`config.mk`:
```
export PLATFORM = sky130hd
export DESIGN_NAME = seq_pattern_gen
export DESIGN_NICKNAME = d
export VERILOG_FILES = /design/src/rtl/seq_pattern_gen.sv
export SDC_FILE = /design/constraint.sdc
export NUM_CORES = 1
export LEC_CHECK = 0
export ABC_CLOCK_PERIOD_IN_PS = 5500
export BUFFER_PORTS_ARGS = -buffer_cell sky130_fd_sc_hd__buf_4
export CAP_MARGIN = 5
export CORE_UTILIZATION = 55
export DETAILED_ROUTE_END_ITERATION = 12
export PLACE_DENSITY = 0.8
export SETUP_SLACK_MARGIN = 0.05
export SKIP_CTS_REPAIR_TIMING = 1
export SLEW_MARGIN = 40
export SYNTH_ARGS = -nofsm -noshare
export SYNTH_HDL_FRONTEND = slang
export SYNTH_SLANG_ARGS = --single-unit
```
`constraint.sdc`:
```
create_clock -name clk -period 5.5 [get_ports clk]
set_input_delay 0.825 -clock clk [delete_from_list [all_inputs] [get_ports clk]]
set_output_delay 0.825 -clock clk [all_outputs]
set_load 0.05 [all_outputs]
```
`src/rtl/seq_pattern_gen.sv`:
```
// Serial pattern generator: shifts a captured PAT_W-bit pattern out MSB first,
// repeated repeat_n times (0 means 1) with gap_n zero bits between repetitions,
// then pulses done for one cycle.
module seq_pattern_gen #(
  parameter int unsigned PAT_W = 4,
  parameter int unsigned CNT_W = 4
) (
  input  logic             clk,
  input  logic             rst_n,
  input  logic             start,
  input  logic [PAT_W-1:0] pattern,
  input  logic [CNT_W-1:0] repeat_n,
  input  logic [CNT_W-1:0] gap_n,
  output logic             x,
  output logic             x_valid,
  output logic             busy,
  output logic             done
);

  localparam int unsigned BitW = $clog2(PAT_W) + 1;
  localparam logic [BitW-1:0] BitLast = BitW'(PAT_W - 1);

  typedef enum logic [1:0] {StIdle, StSend, StGap, StDone} state_e;

  state_e             state_q, state_d;
  logic [PAT_W-1:0]   shift_q, shift_d;
  logic [PAT_W-1:0]   pat_q, pat_d;
  logic [BitW-1:0]    bit_q, bit_d;    // bits left in this repetition, minus one
  logic [CNT_W-1:0]   rep_q, rep_d;    // repetitions left after the current one
  logic [CNT_W-1:0]   gap_q, gap_d;    // captured gap length
  logic [CNT_W-1:0]   gcnt_q, gcnt_d;  // gap cycles left, minus one

  // State and datapath registers, all cleared by the asynchronous reset.
  always_ff @(posedge clk or negedge rst_n) begin
    if (!rst_n) begin
      state_q <= StIdle;
      shift_q <= '0;
      pat_q   <= '0;
      bit_q   <= '0;
      rep_q   <= '0;
      gap_q   <= '0;
      gcnt_q  <= '0;
    end else begin
      state_q <= state_d;
      shift_q <= shift_d;
      pat_q   <= pat_d;
      bit_q   <= bit_d;
      rep_q   <= rep_d;
      gap_q   <= gap_d;
      gcnt_q  <= gcnt_d;
    end
  end

  // Next-state, counter updates and state-decoded outputs.
  always_comb begin
    state_d = state_q;
    shift_d = shift_q;
    pat_d   = pat_q;
    bit_d   = bit_q;
    rep_d   = rep_q;
    gap_d   = gap_q;
    gcnt_d  = gcnt_q;
    x       = 1'b0;
    x_valid = 1'b0;
    busy    = 1'b0;
    done    = 1'b0;

    case (state_q)
      StIdle: begin
        if (start) begin
          state_d = StSend;
          pat_d   = pattern;
          shift_d = pattern;
          bit_d   = BitLast;
          // A repeat count of zero behaves like one.
          rep_d   = (repeat_n == '0) ? '0 : repeat_n - CNT_W'(1);
          gap_d   = gap_n;
        end
      end

      StSend: begin
        x       = shift_q[PAT_W-1];
        x_valid = 1'b1;
        busy    = 1'b1;
        if (bit_q == '0) begin
          bit_d = BitLast;
          if (rep_q == '0) begin
            state_d = StDone;
            shift_d = '0;
            bit_d   = '0;
          end else if (gap_q != '0) begin
            state_d = StGap;
            gcnt_d  = gap_q - CNT_W'(1);
            shift_d = '0;
          end else begin
            // No gap: reload and keep sending without a bubble.
            shift_d = pat_q;
            rep_d   = rep_q - CNT_W'(1);
          end
        end else begin
          shift_d = shift_q << 1;
          bit_d   = bit_q - BitW'(1);
        end
      end

      StGap: begin
        x_valid = 1'b1;
        busy    = 1'b1;
        if (gcnt_q == '0) begin
          state_d = StSend;
          shift_d = pat_q;
          bit_d   = BitLast;
          rep_d   = rep_q - CNT_W'(1);
        end else begin
          gcnt_d = gcnt_q - CNT_W'(1);
        end
      end

      StDone: begin
        done    = 1'b1;
        state_d = StIdle;
      end

      default: state_d = StIdle;
    endcase
  end

endmodule

```
==> results of run 1 <==
==> how the worst max path moves through the flow <==
stage / endpoint / slack (ps) / cells past startpoint
2_1_floorplan: x / 2980 / 5
3_3_place_gp: x / 3230 / 4
3_5_place_dp: x / 3160 / 4
4_1_cts: x / 2790 / 4
5_1_grt: x / 2700 / 4
6_report: x / 2780 / 4
==> synth_stat cells (2+ instances only) <==
cell type  number
dfrtp_1        25
inv_1          12
o21ai_0        12
nand2_1        11
nor2_1         11
mux2_2          9
ha_1            8
a31oi_1         5
a21oi_1         4
a22oi_1         4
a22o_1          3
a2bb2oi_1       3
clkbuf_1        3
mux2i_1         3
nand2b_1        3
nand3_1         3
o22ai_1         3
a221oi_1        2
a41oi_1         2
nor2b_1         2
o31ai_1         2
or3_1           2
xor2_1          2
==> worst register-to-register path, stage by stage, from the launching register on <==
cell and delay (ps):
dfrtp_1 440, inv_1 100, ha_1 630, nand2b_1 150
a22oi_1 270, nand2_1 150, mux2_2 300
==> power by group <==
group | internal, mW | switching [mW]
clock | 0.0284 | 0.0520
sequential | 0.280 | 0.0834
combinational | 0.303 | 0.425
==> state kept, by name, summed over array words and instances, names as in the netlist <==
| name | count |
|---|---|
| rep_q | 4 |
| shift_q | 4 |
| gap_q | 4 |
| pat_q | 4 |
| state_q | 2 |
| bit_q | 3 |
| gcnt_q | 4 |
==> logic make-up after synthesis <==
logic type / share of synthesized area
muxes: 0.09041
adders and majority gates: 0.06344
and+or+nand+nor: 0.1451
DFF: 0.3965
AOI/OAI and AO/OA: 0.2316
xor gates and xnor gates: 0.01666
buffers and inverters: 0.05630
==> through the flow <==
| stage | power, mW | area (um^2) | utilization | cells | setup slack [ps] |
|---|---|---|---|---|---|
| after CTS | 1.175 | 1734 | 0.6343 | 203 | 2789 |
| final | 1.172 | 1734 | 0.6343 | 203 | 2780 |
| after floorplan | 0.9596 | 1578 | - | 156 | 2984 |
| after global placement | 1.055 | 1708 | 0.6247 | 199 | 3229 |
| after global routing | 1.268 | 1734 | 0.6343 | 203 | 2704 |
| after detailed placement | 1.092 | 1708 | 0.6247 | 199 | 3156 |
==> layout make-up <==
class                      count  area (um^2)
clock buffer                   4        26.28
tap                           31        38.79
multi-input combinational    113        863.3
inverter                      12        45.04
timing repair buffer          18        135.1
sequential                    25        625.6
fill                         229        999.7
==> layer usage <==
layer	global-route usage	vias to the layer above	routed length, um
met2	0.3442	45	1420
met3	0.03044	7	138
met4	0.09286	0	51
li1	-	603	-
met1	0.2855	599	1388
met5	0	-	0
==> flow_summary.ini, run 1 <==
[synthesis]
synth_area_leaders = dfrtp_1, mux2_2, ha_1, o21ai_0, inv_1
seq_area_frac_synth = 0.3965
synth_area_per_cell_um2 = 10.11
yosysTopAreaCell = dfrtp_1
ys_warn_count = 0
synth_nets = 179
synth-edff-count = 0
synth_cell_types = 45
async_reset_ff_frac = 1.000
netlist_area_mm2 = 0.001578
ys_ff_latch = 25
synth_ff_type = dfrtp_1
synth_top_area_share = 0.3965
syn_inst = 156

[cells_and_area]
layout_common_cells = dfrtp_1, buf_4, inv_1, o21ai_0
layout-drive-gt1-share = 0.2093
n_antenna_cell = 0
final_common_cell = dfrtp_1
layout.nets = 196
area_growth_pct = 9.913

[timing]
drv_slew = 0
clock_skew_ps = 8.243
setup_viol = 0
min_period_ps = 2720
fin_crit_sh = 0.4946
relSlewSlack = 0.5151
hold_viol = 0
clock.fmax_mhz = 367.6
tightest_slew_ps = 727.3
rsz0062_at_grt = false
setup-tns-final_ps = 0
timing.hold.ws_ps = 386.4

[outcome]
status = finished clean

[floorplanning]
rows = 19
fp.coreArea_mm2 = 0.002734
io_pins = 19
die_h_um = 55.56
die_w_um = 55.56
dieArea_mm2 = 0.003087
initial_utilization = 0.5771

[critical_path]
cp_max_fo = 21
rr_endpoint = gcnt_q[0]
path_cells = inv_1 > ha_1 > and2_1 > buf_4
crit_path_start_kind = flip-flop
worstReg2RegStart = state_q[1]
critPathRequiredTime_ps = 4680
crit_path_end_kind = output pin
reg2reg_depth = 6
worst_path_max_delay_cell = ha_1
max_stage_delay_ps = 630
rrSetupSlack_ps = 3380
cp_data_arrival_time_ps = 1900
path_class = flip-flop to output pin
crit_buf_inv = 2
critPathLaunch = state_q[1]
cpLargestDelayFamily = adder cells

[placement]
place.gp.congestion = 0.9111
dpl.hpwl_um = 2247
port_buffers = 18

[clocking]
clock_path_buffers = 2
cts_inserted_buffers = 3
clk_latency_ps = 320
clk_pin_slew_worst_paths_ps = 130
clockRootBuffer = clkbuf_4
cts_tree = done
cts.sinks = 25
cts.htree.levels = 1

[detailed_routing]
routed_wl_um = 2999
routed-via-count = 1254
drtPass1Iterations = 6
first_iter_violations = 55
drt-wirelength-per-cell_um = 14.77
drc_errors = 0
postRouteAntennaNets = 0
post_drt_via_cell_ratio = 6.177

[global_routing]
grt.overflow.total = 0
antenna_found_initial = 0
grt_max_degree = 26
grt_pass1_vias = 1185
grt_use_total = 0.2129
grt_pass1_wl_um = 5230

[power_and_ir_drop]
power.leakage_nw = 0.7853
powerDensity_mw_per_mm2 = 675.6
peakVddDrop_mv = 0.4613

[run]
drv_cap = 0

[hold_path]
hold_path.class = primary input to asynchronous set/reset pin
(Power assumes the default switching activity.)
==> run 2: changes to the inputs <==
ABC_CLOCK_PERIOD_IN_PS = 2190   (was 5500)
CORE_UTILIZATION = 52   (was 55)
PLACE_DENSITY = 0.79   (was 0.8)
clock period = 2.19 ns   (was 5.5 ns; I/O delays follow)
==> run 2 against run 1 <==
  * Sequential share of layout area down 1.2 points
  * Die area up 5.6%
  * Count of clock-buffer cells in the layout unchanged
  * First-iteration DRC count down 56%
  * Final cell count up 3.4%
  * Via count down 0.32%
  * Non-clock buffer count up 7
  * Clock skew down 6.5 ps
  * Clock power rose to 2.7 times the previous value
  * Flip-flop and latch count unchanged
  * Combinational power rose to 2.7 times the previous value
  * Critical endpoint unchanged
  * Largest cell class unchanged
==> flow_summary.ini, run 2 (same netlist as run 1, synthesis figures left out) <==
[floorplanning]
die_w_um = 57.09
fp.coreArea_mm2 = 0.002805
initial_utilization = 0.5624
die_h_um = 57.09
rows = 19
dieArea_mm2 = 0.003259
io_pins = 19

[timing]
clock.fmax_mhz = 493.3
relSlewSlack = 0.7189
drv_slew = 0
rsz0062_at_grt = false
setup_viol = 0
hold_viol = 0
clock_skew_ps = 1.758
setup-tns-final_ps = 0
min_period_ps = 2027
fin_crit_sh = 0.9257
setup_slack_ps = 162.8
tightest_slew_ps = 420.2

[power_and_ir_drop]
p_int_mw = 1.615
p_sw_mw = 1.447
powerDensity_mw_per_mm2 = 1709
pwr-share-seq = 0.298
p_clk_frac = 0.070
p_comb_frac = 0.632
peakVddDrop_mv = 1.360
swShare = 0.4726
power.leakage_nw = 0.8173
power_mw = 3.062

[global_routing]
met1_usage = 0.2907
busiest_layer = met2
met3_usage = 0.02721
use_met2 = 0.3613
grt_pass1_vias = 1211
grt_use_total = 0.2167
grt_pass1_wl_um = 5471
antenna_found_initial = 0
grt_max_degree = 26
grt.overflow.total = 0

[hold_path]
worst_hold_path.num_cells = 2
hp-start = gap_n[1]
hold_path.class = primary input to flip-flop
holdPathEnd = gap_q[1]

[cells_and_area]
regArea_um2 = 625.6
layout-drive-gt1-share = 0.2402
num-fill-cells = 232
multi_input_area_um2 = 865.8
layout.nets = 203
layout_common_cells = dfrtp_1, buf_4, inv_1, o21ai_0
n_antenna_cell = 0
final_common_cell = dfrtp_1
area_growth_pct = 13.56

[clocking]
clock_path_buffers = 2
cts.sinks = 25
cts_tree = done
cts.htree.levels = 1
clk_latency_ps = 320
clk_pin_slew_worst_paths_ps = 140
clockRootBuffer = clkbuf_4
cts_inserted_buffers = 3

[critical_path]
critPathRequiredTime_ps = 1860
cp_max_fo = 8
path_class = flip-flop to output pin
crit_buf_inv = 3
rr_endpoint = gcnt_q[2]
cpLargestDelayFamily = buffers and inverters
reg2reg_depth = 7
max_stage_delay_ps = 450
rrSetupSlack_ps = 190
path_cells = inv_1 > ha_1 > buf_4 > and2_1 > buf_4
cp_data_arrival_time_ps = 1700
crit_path_end_kind = output pin
crit_path_start_kind = flip-flop
crit_top_cell = buf_4
worst_path_max_delay_cell = dfrtp_1
worstReg2RegStart = state_q[0]

[placement]
dpl.hpwl_um = 2424
dpl_worst_slack_ps = 85.45
place.gp.congestion = 0.8800
port_buffers = 18

[detailed_routing]
post_drt_via_cell_ratio = 5.952
routed-via-count = 1250
drtPass1Iterations = 4
postRouteAntennaNets = 0
drc_errors = 0
first_iter_violations = 24
drt-wirelength-per-cell_um = 15.06
routed_wl_um = 3162

[outcome]
status = finished clean

[run]
drv_cap = 0
-- run 2: cell count changes in the layout (fill, tap and decap cells not counted), sizes merged --
cell / before / now
dlygate4sd3: 0 / 1
buf: 18 / 24
-- run 2: metal layers --
layer	up-vias	part of all wire
met4	0	0.0085
li1	619	-
met5	-	0
met2	32	0.50
met3	4	0.035
met1	595	0.45
-- run 2: worst max-delay path by stage --
stage	start	endpoint	cells past startpoint
2_1_floorplan	state_q[1]	x	5
3_3_place_gp	state_q[0]	gcnt_q[2]	7
3_5_place_dp	state_q[0]	gcnt_q[2]	7
4_1_cts	state_q[0]	gcnt_q[2]	7
5_1_grt	state_q[1]	x	5
6_report	state_q[1]	x	5
-- run 2: power groups by stage --
stage	clock (mW)	combinational, mW	sequential, mW
2_1_floorplan	0	1.54	0.865
3_3_place_gp	0	1.85	0.904
3_5_place_dp	0	1.92	0.923
4_1_cts	0.222	1.92	0.912
5_1_grt	0.237	2.13	0.941
6_report	0.214	1.94	0.912
-- run 2: layout make-up --
cell class | count | area share
repair buffers | 25 | 0.1061
inverters | 12 | 0.02514
flip-flops and latches | 25 | 0.3492
multi-input cells | 113 | 0.4832
well taps | 31 | 0.02165
clock buffers | 4 | 0.01466
-- run 2: through the flow --
stage	hold slack, ps	utilization	instance area (um^2)	cells
after CTS	-122.7	0.6343	1779	209
after global placement	248.7	0.6249	1753	205
after global routing	217.8	0.6387	1792	210
after detailed placement	253.0	0.6249	1753	205
after floorplan	32.91	-	1578	156
final	225.8	0.6387	1792	210
==> run 3: changes to the inputs <==
==> constraint.sdc (replaced) <==
create_clock -name clk -period 2.19 [get_ports clk]
set_input_delay 0.5475 -clock clk [delete_from_list [all_inputs] [get_ports clk]]
set_output_delay 0.5475 -clock clk [all_outputs]
set_load 0.05 [all_outputs]
==> run 3 against run 2 <==
  * Critical path depth is 2 higher
  * Worst hold slack worse by 120 ps
  * Flip-flop and latch count did not move
  * Critical path type is now flip-flop to flip-flop
  * Largest cell class unchanged
  * Highest routed layer unchanged
==> flow_summary.ini, run 3 (same netlist as run 1, synthesis figures left out) <==
[timing]
setup_viol = 0
clock_skew_ps = 3.120
drv_slew = 0
setup-tns-final_ps = 0
min_period_ps = 2100
clock.fmax_mhz = 476.3
hold_viol = 0
relSlewSlack = 0.7076
tightest_slew_ps = 437.1
fin_crit_sh = 0.9588
rsz0062_at_grt = false
timing.hold.ws_ps = 110.0

[floorplanning]
dieArea_mm2 = 0.003259
fp.coreArea_mm2 = 0.002805
io_pins = 19
rows = 19
die_h_um = 57.09
die_w_um = 57.09
initial_utilization = 0.5624

[placement]
dpl.hpwl_um = 2509
placed_area_mm2 = 0.001747
place.gp.congestion = 0.8618
port_buffers = 18

[run]
drv_cap = 0

[global_routing]
antenna_found_initial = 0
met3_usage = 0.03175
grt.overflow.total = 0
use_met2 = 0.3765
grt_use_total = 0.2187
busiest_layer = met2
grt_pass1_vias = 1285
grt_max_degree = 26
met1_usage = 0.2730
grt_pass1_wl_um = 5568

[detailed_routing]
drtPass1Iterations = 4
postRouteAntennaNets = 0
drc_errors = 0
first_iter_violations = 51
drt-wirelength-per-cell_um = 15.71
routed_wl_um = 3268
post_drt_via_cell_ratio = 6.163
routed-via-count = 1282

[clocking]
clk_latency_ps = 310
cts_tree = done
cts.sinks = 25
clock_path_buffers = 2
cts.htree.levels = 1
cts_inserted_buffers = 3
clk_pin_slew_worst_paths_ps = 130
clockRootBuffer = clkbuf_4

[critical_path]
cp_data_arrival_time_ps = 2300
critPathRequiredTime_ps = 2390
cp_max_fo = 10
crit_path_end_kind = flip-flop
crit_path_start_kind = flip-flop
path_class = flip-flop to flip-flop

[hold_path]
hold_path.class = primary input to asynchronous set/reset pin

[power_and_ir_drop]
power.leakage_nw = 0.8134
peakVddDrop_mv = 1.588
powerDensity_mw_per_mm2 = 1740

[cells_and_area]
n_antenna_cell = 0
num-fill-cells = 234
layout_common_cells = dfrtp_1, buf_4, inv_1, o21ai_0
design_area_mm2 = 0.001798
area_growth_pct = 13.96
final_common_cell = dfrtp_1
layout.nets = 201
layout-drive-gt1-share = 0.2655

[outcome]
status = finished clean
-- run 3: cell count changes in the layout (fill, tap and decap cells not counted), sizes merged --
| cell | delta |
|---|---|
| dlygate4sd3 | -1 |
| buf | -1 |
-- run 3: worst max-delay path, cell delays in order (launching register included) --
cell     delay (ps)
dfrtp_1         450
inv_1           130
ha_2            350
mux2i_2         330
ha_1            260
xor2_1           90
a41oi_1         260
nand3_1         110
-- run 3: layout make-up --
type                    instances  area (um^2)  share of cell area
clock buffers                   4        26.28             0.01461
inverters                      12        45.04             0.02505
multi-input cells             113        889.6              0.4948
flip-flops and latches         25        625.6              0.3479
well taps                      31        38.79             0.02157
repair buffers                 23        172.7             0.09603
-- run 3: where the power goes --
part           internal [mW]  switching (mW)  total (mW)
registers              0.702           0.222       0.924
logic                  0.871            1.13        2.00
clock network         0.0711           0.135       0.206
total                   1.64            1.48        3.13
-- run 3: through the flow --
| step | power (mW) | utilization | setup WS [ps] | cells |
|---|---|---|---|---|
| finish | 3.128 | 0.6409 | 90.30 | 208 |
| floorplan | 2.413 | - | 68.50 | 156 |
| global route | 3.357 | 0.6409 | 47.82 | 208 |
| global placement | 2.728 | 0.6227 | 214.6 | 204 |
| CTS | 3.057 | 0.6320 | -136.2 | 208 |
| detailed placement | 2.849 | 0.6227 | 69.50 | 204 |
-- run 3: metal layers --
layer | up-vias | share of wire
met3 | 10 | 0.032
met1 | 624 | 0.44
met4 | 0 | 0.026
li1 | 612 | -
met5 | - | 0
met2 | 36 | 0.51
-- run 3: path summary, 6_finish.rpt --
check | from | end | slack [ps] | cells past startpoint
min | rst_n | state_q[1] | 110 | 1
min reg2reg | shift_q[0] | shift_q[0] | 510 | 2
max | state_q[0] | gcnt_q[2] | 90 | 7
max in group asynchronous | rst_n | shift_q[0] | 1840 | 1
max reg2reg | state_q[0] | gcnt_q[2] | 90 | 7
min in group clk | gap_n[1] | gap_q[1] | 460 | 2
